[src/rtl/nibble_serializer_if.sv]
// Handshake bundle between the nibble serializer, its show-ahead FIFO and the serial sink.
interface nibble_serializer_if;
  localparam int unsigned NIBBLE_W = 4;

  logic                empty;
  logic [NIBBLE_W-1:0] read_data;
  logic                read_en;
  logic                ser_ready;
  logic                ser_valid;
  logic                ser_data;
  logic                ser_first;
  logic                ser_last;

  modport master (
    input  empty, read_data, ser_ready,
    output read_en, ser_valid, ser_data, ser_first, ser_last
  );

  modport slave (
    output empty, read_data, ser_ready,
    input  read_en, ser_valid, ser_data, ser_first, ser_last
  );
endinterface

[src/rtl/nibble_serializer.sv]
// Pops nibbles from a show-ahead FIFO and emits them LSB first on a valid/ready bit stream,
// optionally followed by an even-parity bit; back-to-back frames carry no idle cycle.
module nibble_serializer #(
  parameter bit PARITY_EN = 1'b1
) (
  input  logic                clk,
  input  logic                rstN,
  input  logic                tx_en,
  nibble_serializer_if.master bus,
  output logic                busy,
  output logic [7:0]          frame_count
);

  localparam int unsigned NIBBLE_W = 4;
  localparam int unsigned CNT_W    = 2;
  localparam int unsigned FRAME_W  = 8;
  localparam logic [CNT_W-1:0] LAST_BIT = CNT_W'(NIBBLE_W - 1);

  typedef enum logic [1:0] {
    IDLE = 2'd0,
    DATA = 2'd1,
    PAR  = 2'd2
  } state_e;

  state_e               state_q, state_d;
  logic [NIBBLE_W-1:0]  shift_q, shift_d;
  logic                 par_q, par_d;
  logic [CNT_W-1:0]     cnt_q, cnt_d;
  logic [FRAME_W-1:0]   frame_q, frame_d;

  logic valid_c, data_c, first_c, last_c, xfer_c, pop_c;

  // State and datapath registers; reset discards any frame in flight.
  always_ff @(posedge clk or negedge rstN) begin
    if (!rstN) begin
      state_q <= IDLE;
      shift_q <= '0;
      par_q   <= 1'b0;
      cnt_q   <= '0;
      frame_q <= '0;
    end else begin
      state_q <= state_d;
      shift_q <= shift_d;
      par_q   <= par_d;
      cnt_q   <= cnt_d;
      frame_q <= frame_d;
    end
  end

  // Output decode, pop decision and next-state logic.
  always_comb begin
    state_d = state_q;
    shift_d = shift_q;
    par_d   = par_q;
    cnt_d   = cnt_q;
    frame_d = frame_q;
    valid_c = 1'b0;
    data_c  = 1'b0;
    first_c = 1'b0;
    last_c  = 1'b0;

    case (state_q)
      DATA: begin
        valid_c = 1'b1;
        data_c  = shift_q[0];
        first_c = (cnt_q == CNT_W'(0));
        last_c  = !PARITY_EN && (cnt_q == LAST_BIT);
      end
      PAR: begin
        valid_c = 1'b1;
        data_c  = par_q;
        last_c  = 1'b1;
      end
      default: ;
    endcase

    xfer_c = valid_c && bus.ser_ready;
    // A new nibble may load either from idle or on the very edge that retires the last bit.
    pop_c  = rstN && tx_en && !bus.empty
             && ((state_q == IDLE) || (last_c && bus.ser_ready));

    if (xfer_c && last_c) begin
      frame_d = frame_q + FRAME_W'(1);
    end

    if (pop_c) begin
      shift_d = bus.read_data;
      par_d   = ^bus.read_data;
      cnt_d   = '0;
      state_d = DATA;
    end else begin
      case (state_q)
        IDLE: ;
        DATA: begin
          if (xfer_c) begin
            shift_d = {1'b0, shift_q[NIBBLE_W-1:1]};
            cnt_d   = cnt_q + CNT_W'(1);
            if (cnt_q == LAST_BIT) begin
              state_d = PARITY_EN ? PAR : IDLE;
            end
          end
        end
        PAR: begin
          if (xfer_c) begin
            state_d = IDLE;
          end
        end
        default: state_d = IDLE;
      endcase
    end
  end

  assign bus.read_en   = pop_c;
  assign bus.ser_valid = valid_c;
  assign bus.ser_data  = data_c;
  assign bus.ser_first = first_c;
  assign bus.ser_last  = last_c;
  assign busy          = valid_c;
  assign frame_count   = frame_q;

endmodule

[src/flat_wrapper.sv]
// flat-port wrapper written by rule: the top's interface ports become plain ports
module nibble_serializer_flat 
#(
  parameter bit PARITY_EN = 1'b1
)
  (clk, rstN, tx_en, busy, frame_count, bus_empty, bus_read_data, bus_ser_ready, bus_read_en, bus_ser_valid, bus_ser_data, bus_ser_first, bus_ser_last);
  nibble_serializer_if bus_i ();
  input  logic clk;
  input  logic rstN;
  input  logic tx_en;
  output logic busy;
  output logic [7:0] frame_count;
  input wire logic [$bits(bus_i.empty)-1:0] bus_empty;
  input wire logic [$bits(bus_i.read_data)-1:0] bus_read_data;
  input wire logic [$bits(bus_i.ser_ready)-1:0] bus_ser_ready;
  output wire logic [$bits(bus_i.read_en)-1:0] bus_read_en;
  output wire logic [$bits(bus_i.ser_valid)-1:0] bus_ser_valid;
  output wire logic [$bits(bus_i.ser_data)-1:0] bus_ser_data;
  output wire logic [$bits(bus_i.ser_first)-1:0] bus_ser_first;
  output wire logic [$bits(bus_i.ser_last)-1:0] bus_ser_last;
  assign bus_i.empty = bus_empty;
  assign bus_i.read_data = bus_read_data;
  assign bus_i.ser_ready = bus_ser_ready;
  assign bus_read_en = bus_i.read_en;
  assign bus_ser_valid = bus_i.ser_valid;
  assign bus_ser_data = bus_i.ser_data;
  assign bus_ser_first = bus_i.ser_first;
  assign bus_ser_last = bus_i.ser_last;
  nibble_serializer #(.PARITY_EN(PARITY_EN)) u_core (.clk(clk), .rstN(rstN), .tx_en(tx_en), .bus(bus_i), .busy(busy), .frame_count(frame_count));
endmodule
[config.mk]
export PLATFORM = sky130hd
export DESIGN_NAME = nibble_serializer_flat
export DESIGN_NICKNAME = d
export VERILOG_FILES = /design/src/rtl/nibble_serializer_if.sv /design/src/rtl/nibble_serializer.sv /design/src/flat_wrapper.sv
export SDC_FILE = /design/constraint.sdc
export NUM_CORES = 1
export LEC_CHECK = 0
export CAP_MARGIN = 0
export CORE_MARGIN = 1.5
export CORE_UTILIZATION = 60
export CTS_BUF_LIST = sky130_fd_sc_hd__clkbuf_2
export CTS_CLUSTER_DIAMETER = 60
export DETAILED_ROUTE_END_ITERATION = 8
export DONT_BUFFER_PORTS = 1
export PLACE_DENSITY = 0.76
export REMOVE_ABC_BUFFERS = 1
export SYNTH_ARGS = -nofsm -noshare
export SYNTH_HDL_FRONTEND = slang
export SYNTH_SLANG_ARGS = --single-unit
export TNS_END_PERCENT = 30
[constraint.sdc]
create_clock -name clk -period 2.1 [get_ports clk]
set_clock_uncertainty 0.2 [all_clocks]
set_input_delay 0.525 -clock clk [delete_from_list [all_inputs] [get_ports clk]]
set_output_delay 0.525 -clock clk [all_outputs]
set_load 0.005 [all_outputs]
Word level (Yosys, flattened, before mapping) --
Cells that the tools add are included.
Word-level totals: flip-flop bits (word level) 17, bits of input ports 9, logic and storage cells 45
Operators by class: add/subtract/negate cells 2, eq/ne operators 7, muxes and demuxes 15, reduce and logical (&&, ||, !) cells 16
Operators by type and width (count):
- $mux W2 | 7
- $mux W4 | 3
- $ne A3 B2 Y1 const B | 3
- $add A8 B1 Y8 const B | 1
- $logic_and A1 B1 Y1 | 6
- $pmux W2 S3 | 1
- $eq A2 B2 Y1 const B | 2
- $logic_not A2 Y1 | 2
- $reduce_and A4 Y1 | 1
- $reduce_bool A2 Y1 | 2
- $reduce_xor A4 Y1 | 1
- $mux W1 | 3
- $add A2 B1 Y2 const B | 1
- $eq A2 B1 Y1 const B | 1
- $ne A2 B2 Y1 const B | 1
- $pmux W1 S2 | 1
- $reduce_and A2 Y1 | 1
- $reduce_or A2 Y1 | 1
- $logic_not A1 Y1 | 1
- $logic_or A1 B1 Y1 | 1

Logic depth before layout (Yosys ltp) --
Gate-level depths: netlist (run 1).
depth in word-level cells 7, depth in mapped cells 7, mapped depth without buffers 6

Worst setup path before layout (run 1) --
No wires, ideal clock.
path type reg2out, start register u_core.state_q[0], end output port bus_read_en, arrival time 1151 ps, data required time 1375 ps, path slack 224 ps, stages on the path, launching flop included 6, path buffers 1, cell sequence dfrtp_1 -> inv_1 -> ha_1 -> a21oi_2 -> nor2_2 -> buf_2
Between the ends: longest elaborated chain between the ends 5, elaborated cells between the ends (all ways) 6
RTL lines:
- start, declared | line nibble_serializer.sv:25 | state_e state_q, state_d;
- start signal, assigned | line nibble_serializer.sv:42 | state_q <= state_d;
- $eq A2 B2 Y1 | line nibble_serializer.sv:62 | case (state_q)
- $mux W1 | line nibble_serializer.sv:62
- net bus_ser_last | line flat_wrapper.sv:20 | output wire logic [$bits(bus_i.ser_last)-1:0] bus_ser_last;
- $logic_and A1 B1 Y1 | line nibble_serializer.sv:80 | && ((state_q == IDLE) || (last_c && bus.ser_ready));
- $logic_or A1 B1 Y1 | line nibble_serializer.sv:80
- $logic_and A1 B1 Y1 | line nibble_serializer.sv:80
- end, declared | line flat_wrapper.sv:16 | output wire logic [$bits(bus_i.read_en)-1:0] bus_read_en;
The timed path passes the listed nets, and every way through them passes these cells.

Worst setup path in the final report (run 1) --
start register u_core.state_q[1], end output port bus_ser_data
Between the ends: longest elaborated chain between the ends 2, elaborated cells between the ends (all ways) 3
RTL lines:
- $eq A2 B2 Y1 / $eq A2 B1 Y1 (equally long branches) | line nibble_serializer.sv:62
- $pmux W1 S2 * | line nibble_serializer.sv:62
- end, declared | line flat_wrapper.sv:18 | output wire logic [$bits(bus_i.ser_data)-1:0] bus_ser_data;
Mark *: on every way between the ends. The rest lies on a longest branch, timed or not.

==> impl_metrics.env, run 1 <==
export IMPL_postSynth_asyncResetShare_pct=100
export IMPL_net_count_final=110
export IMPL_timing_reg2reg_setup_slack_ns=0.32
export IMPL_power_frac_clock_pct=12.8
export IMPL_worst_hold_path_num_cells=2
export IMPL_maximum_number_of_pins_on_one_net_before_global_route_repair=18
export IMPL_netlist_area_sq_um=942
export IMPL_std_cell_rows=14
export IMPL_drv_slew=0
export IMPL_cellPowerDensity_nw_per_um2=1130
export IMPL_cts_htree_levels=1
export IMPL_cp_max_fo=7
export IMPL_power_frac_comb_pct=41.4
export IMPL_vias_in_the_first_global_route=625
export IMPL_regToRegStartpoint="u_core.state_q[1]"
export IMPL_area_growth_syn_to_layout_pct=11.0
export IMPL_wl_per_cell_microns=15.5
export IMPL_grt_antenna_before_repair=0
export IMPL_clk_insertion_delay_late_ns=0.30
export IMPL_finalSetupViolations=0
export IMPL_finalCritPeriodShare_pct=97.3
export IMPL_n_antenna_cell=0
export IMPL_worst_slack_at_placement_ns=0.227
export IMPL_weighted_congestion_at_the_end_of_routability_driven_global_placement=0.858
export IMPL_p_switching_mw=0.449
export IMPL_port_buffer_count=0
export IMPL_cp_start_kind="flop"
export IMPL_holdCritStartpoint="bus_read_data[0]"
export IMPL_ys_types=28
export IMPL_rsz0062_at_grt="no"
export IMPL_cell_total_after_placement=102
export IMPL_finish_cell_count_without_fillers=109
export IMPL_drt_iter0_drcs=9
export IMPL_tritoncts="done"
export IMPL_hold_path_end="u_core.shift_q[0]"
export IMPL_path_clk_slew_ns=0.16
export IMPL_final_hold_viol_count=0
export IMPL_route_vias_total=609
export IMPL_synth_top_area_share_pct=45.2
export IMPL_global_route_total_usage_across_every_layer_pct=22.5
export IMPL_firstDrtPassIters=4
export IMPL_die_area_sq_um=1820
export IMPL_wire_length_of_the_first_global_routing_pass_microns=2950
export IMPL_grt_remaining_overflow=0
export IMPL_postRouteAntennaNets=0
export IMPL_p_int_mw=0.734
export IMPL_wirelength_microns=1690
export IMPL_yosys_top_cells_count="17 x dfrtp_1, 9 x xnor2_1, 8 x nand2_1, 7 x ha_1, 6 x o21ai_0"
export IMPL_yosys_top_cells_area="dfrtp_1 45%, ha_1 9.3%, xnor2_1 8.4%"
export IMPL_setup_ws_ns=0.0563
export IMPL_hpwl_microns=1190
export IMPL_count_of_flip_flops_with_a_built_in_enable_after_synthesis=0
export IMPL_finalCriticalPeriod_ns=2.04
export IMPL_rr_worst_depth=6
export IMPL_worst_setup_ep_type="output pin"
export IMPL_final_area_sq_um=1050
export IMPL_synth_register_bits=17
export IMPL_initial_utilization_pct=63.3
export IMPL_fin_worst_hold_slack_ns=0.131
export IMPL_syn_mean_instance_area_sq_um=10.7
export IMPL_cts_buffer_depth=2
export IMPL_required_time_of_the_worst_setup_path_ns=1.37
export IMPL_syn_inst_count=88
export IMPL_fmax_mhz=489
export IMPL_drcViolationCount=0
export IMPL_power_switching_fraction_pct=37.9
export IMPL_status="finished, final reports clean"
export IMPL_cts_root_buf="clkbuf_2"
export IMPL_cp_data_arrival_time_ns=1.32
export IMPL_die_h_microns=42.6
export IMPL_max_cap_violations=0
export IMPL_die_width_microns=42.6
export IMPL_synth_sequential_area_ratio_pct=45.2
export IMPL_worst_slew_margin_rel_pct=48.5
export IMPL_vias_per_cell=5.59
export IMPL_cts_bufs_inserted=3
export IMPL_floorplan_io_pins=23
export IMPL_num_fill_cells=111
export IMPL_clock_sink_count=17
export IMPL_postPlaceCellArea_sq_um=950
export IMPL_worst_hold_path_type="input pin to flop"
export IMPL_p_leak_nw=0.472
export IMPL_drive_above_1_share_pct=22.6
export IMPL_peakVddDrop_v=0.000678
export IMPL_postSynth_topFlopCell="dfrtp_1"
export IMPL_regToRegEndpoint="u_core.state_q[1]"
export IMPL_synth_top_area_cell="dfrtp_1"
export IMPL_timing_setup_tns_ns=0
export IMPL_post_synth_top_count_cell="dfrtp_1"
export IMPL_worstMarginPinSlew_ns=0.770
export IMPL_synth_warning_count=0
export IMPL_share_seq_of_total_power_pct=45.8
export IMPL_timing_setup_critical_path_class="flop to output pin"
export IMPL_core_area_sq_um=1490
[through the flow]
step                total power, mW  util [%]
detailed placement            0.922      63.8
global placement              0.901      63.8
global route                   1.28      70.3
CTS                            1.15      68.8
floorplan                     0.834         -
finish                         1.18      70.3
[layer usage]
layer	vias to the layer above	GRT usage [%]	share of wire, %	wire [microns]
li1	303	-	-	-
met1	286	33.5	48	804
met2	16	30.9	47	789
met3	4	4.31	4.0	67
met4	0	11.3	1.4	23
met5	-	0	0	0
[cells in the final DEF (no fill, tap or decap), drive strengths merged]
cell	Yosys	routed
nor2b	2	2
xnor2	9	9
nor2	6	6
nor3	1	1
dfrtp	17	17
buf	3	3
a21oi	2	2
mux2i	5	5
nand3	5	5
xor2	2	2
a22oi	1	1
nand3b	1	1
clkbuf	0	4
nand2	8	8
o21ai	7	7
and2	2	2
ha	7	7
nand4	2	2
mux2	2	2
inv	5	5
o21a	1	1
dlygate4sd3	0	1
[what timing repair did]
action,in CTS,in global routing
setup endpoints to repair,2,2
buffers inserted,1,1
hold buffers,1,0
endpoints found under the hold margin,17,0
gates resized for setup,7,4
pin swaps,0,1
[registers in the layout, summed over array words and instances (netlist names)]
signal,count
u_core.frame_count,8
u_core.shift_q,4
u_core.cnt_q,2
u_core.state_q,2
u_core.par_q,1
[cells by family (layout without fill, tap and decap cells)]
kind of cell             Yosys count  count (layout)  synth area share [%]
AO/OA/AOI/OAI                     11              11                  6.77
AND/OR/NAND/NOR                   27              27                  16.7
XOR/XNOR                          11              11                  10.2
adder cells (fa/ha/maj)            7               7                  9.30
buffers and inverters              8              13                  4.12
flip-flops                        17              17                  45.2
multiplexers                       7               7                  7.70
[power groups by stage]
stage | clock [mW] | combinational [mW] | sequential (mW)
after floorplan | 0 | 0.309 | 0.525
after global placement | 0 | 0.356 | 0.545
after detailed placement | 0 | 0.373 | 0.549
after CTS | 0.151 | 0.451 | 0.545
after global routing | 0.166 | 0.553 | 0.558
final | 0.151 | 0.490 | 0.542
[final cells by class]
class | instances | area [sq um] | area share [%]
clock buffer | 4 | 20.0 | 1.91
inverter | 5 | 18.8 | 1.79
multi-input combinational | 63 | 528 | 50.5
sequential | 17 | 427 | 40.8
tap | 16 | 20.0 | 1.91
timing repair buffer | 4 | 32.5 | 3.11
[critical path: stages (launching register included)]
cell and delay (ns):
dfrtp_1 0.44, buf_4 0.15, ha_4 0.19, a22oi_2 0.15, nor2b_1 0.08
[worst max path at each step]
stage | start | end | slack (ns)
3_5_place_dp | u_core.state_q[0] | u_core.state_q[1] | 0.23
5_1_grt | u_core.state_q[1] | bus_ser_data | 0.005
2_1_floorplan | u_core.state_q[0] | u_core.state_q[1] | 0.21
3_3_place_gp | u_core.state_q[0] | u_core.state_q[1] | 0.29
6_report | u_core.state_q[1] | bus_ser_data | 0.06
4_1_cts | u_core.state_q[1] | bus_ser_data | 0.03
Power figures use the tool's default switching activity.
==> inputs of run 2 (changes only) <==
Settings changed: GPL_ROUTABILITY_DRIVEN set to 0, SLEW_MARGIN set to 20.
==> results of run 2 <==
No change in the layout: final DEF, timing and power equal those of run 1.
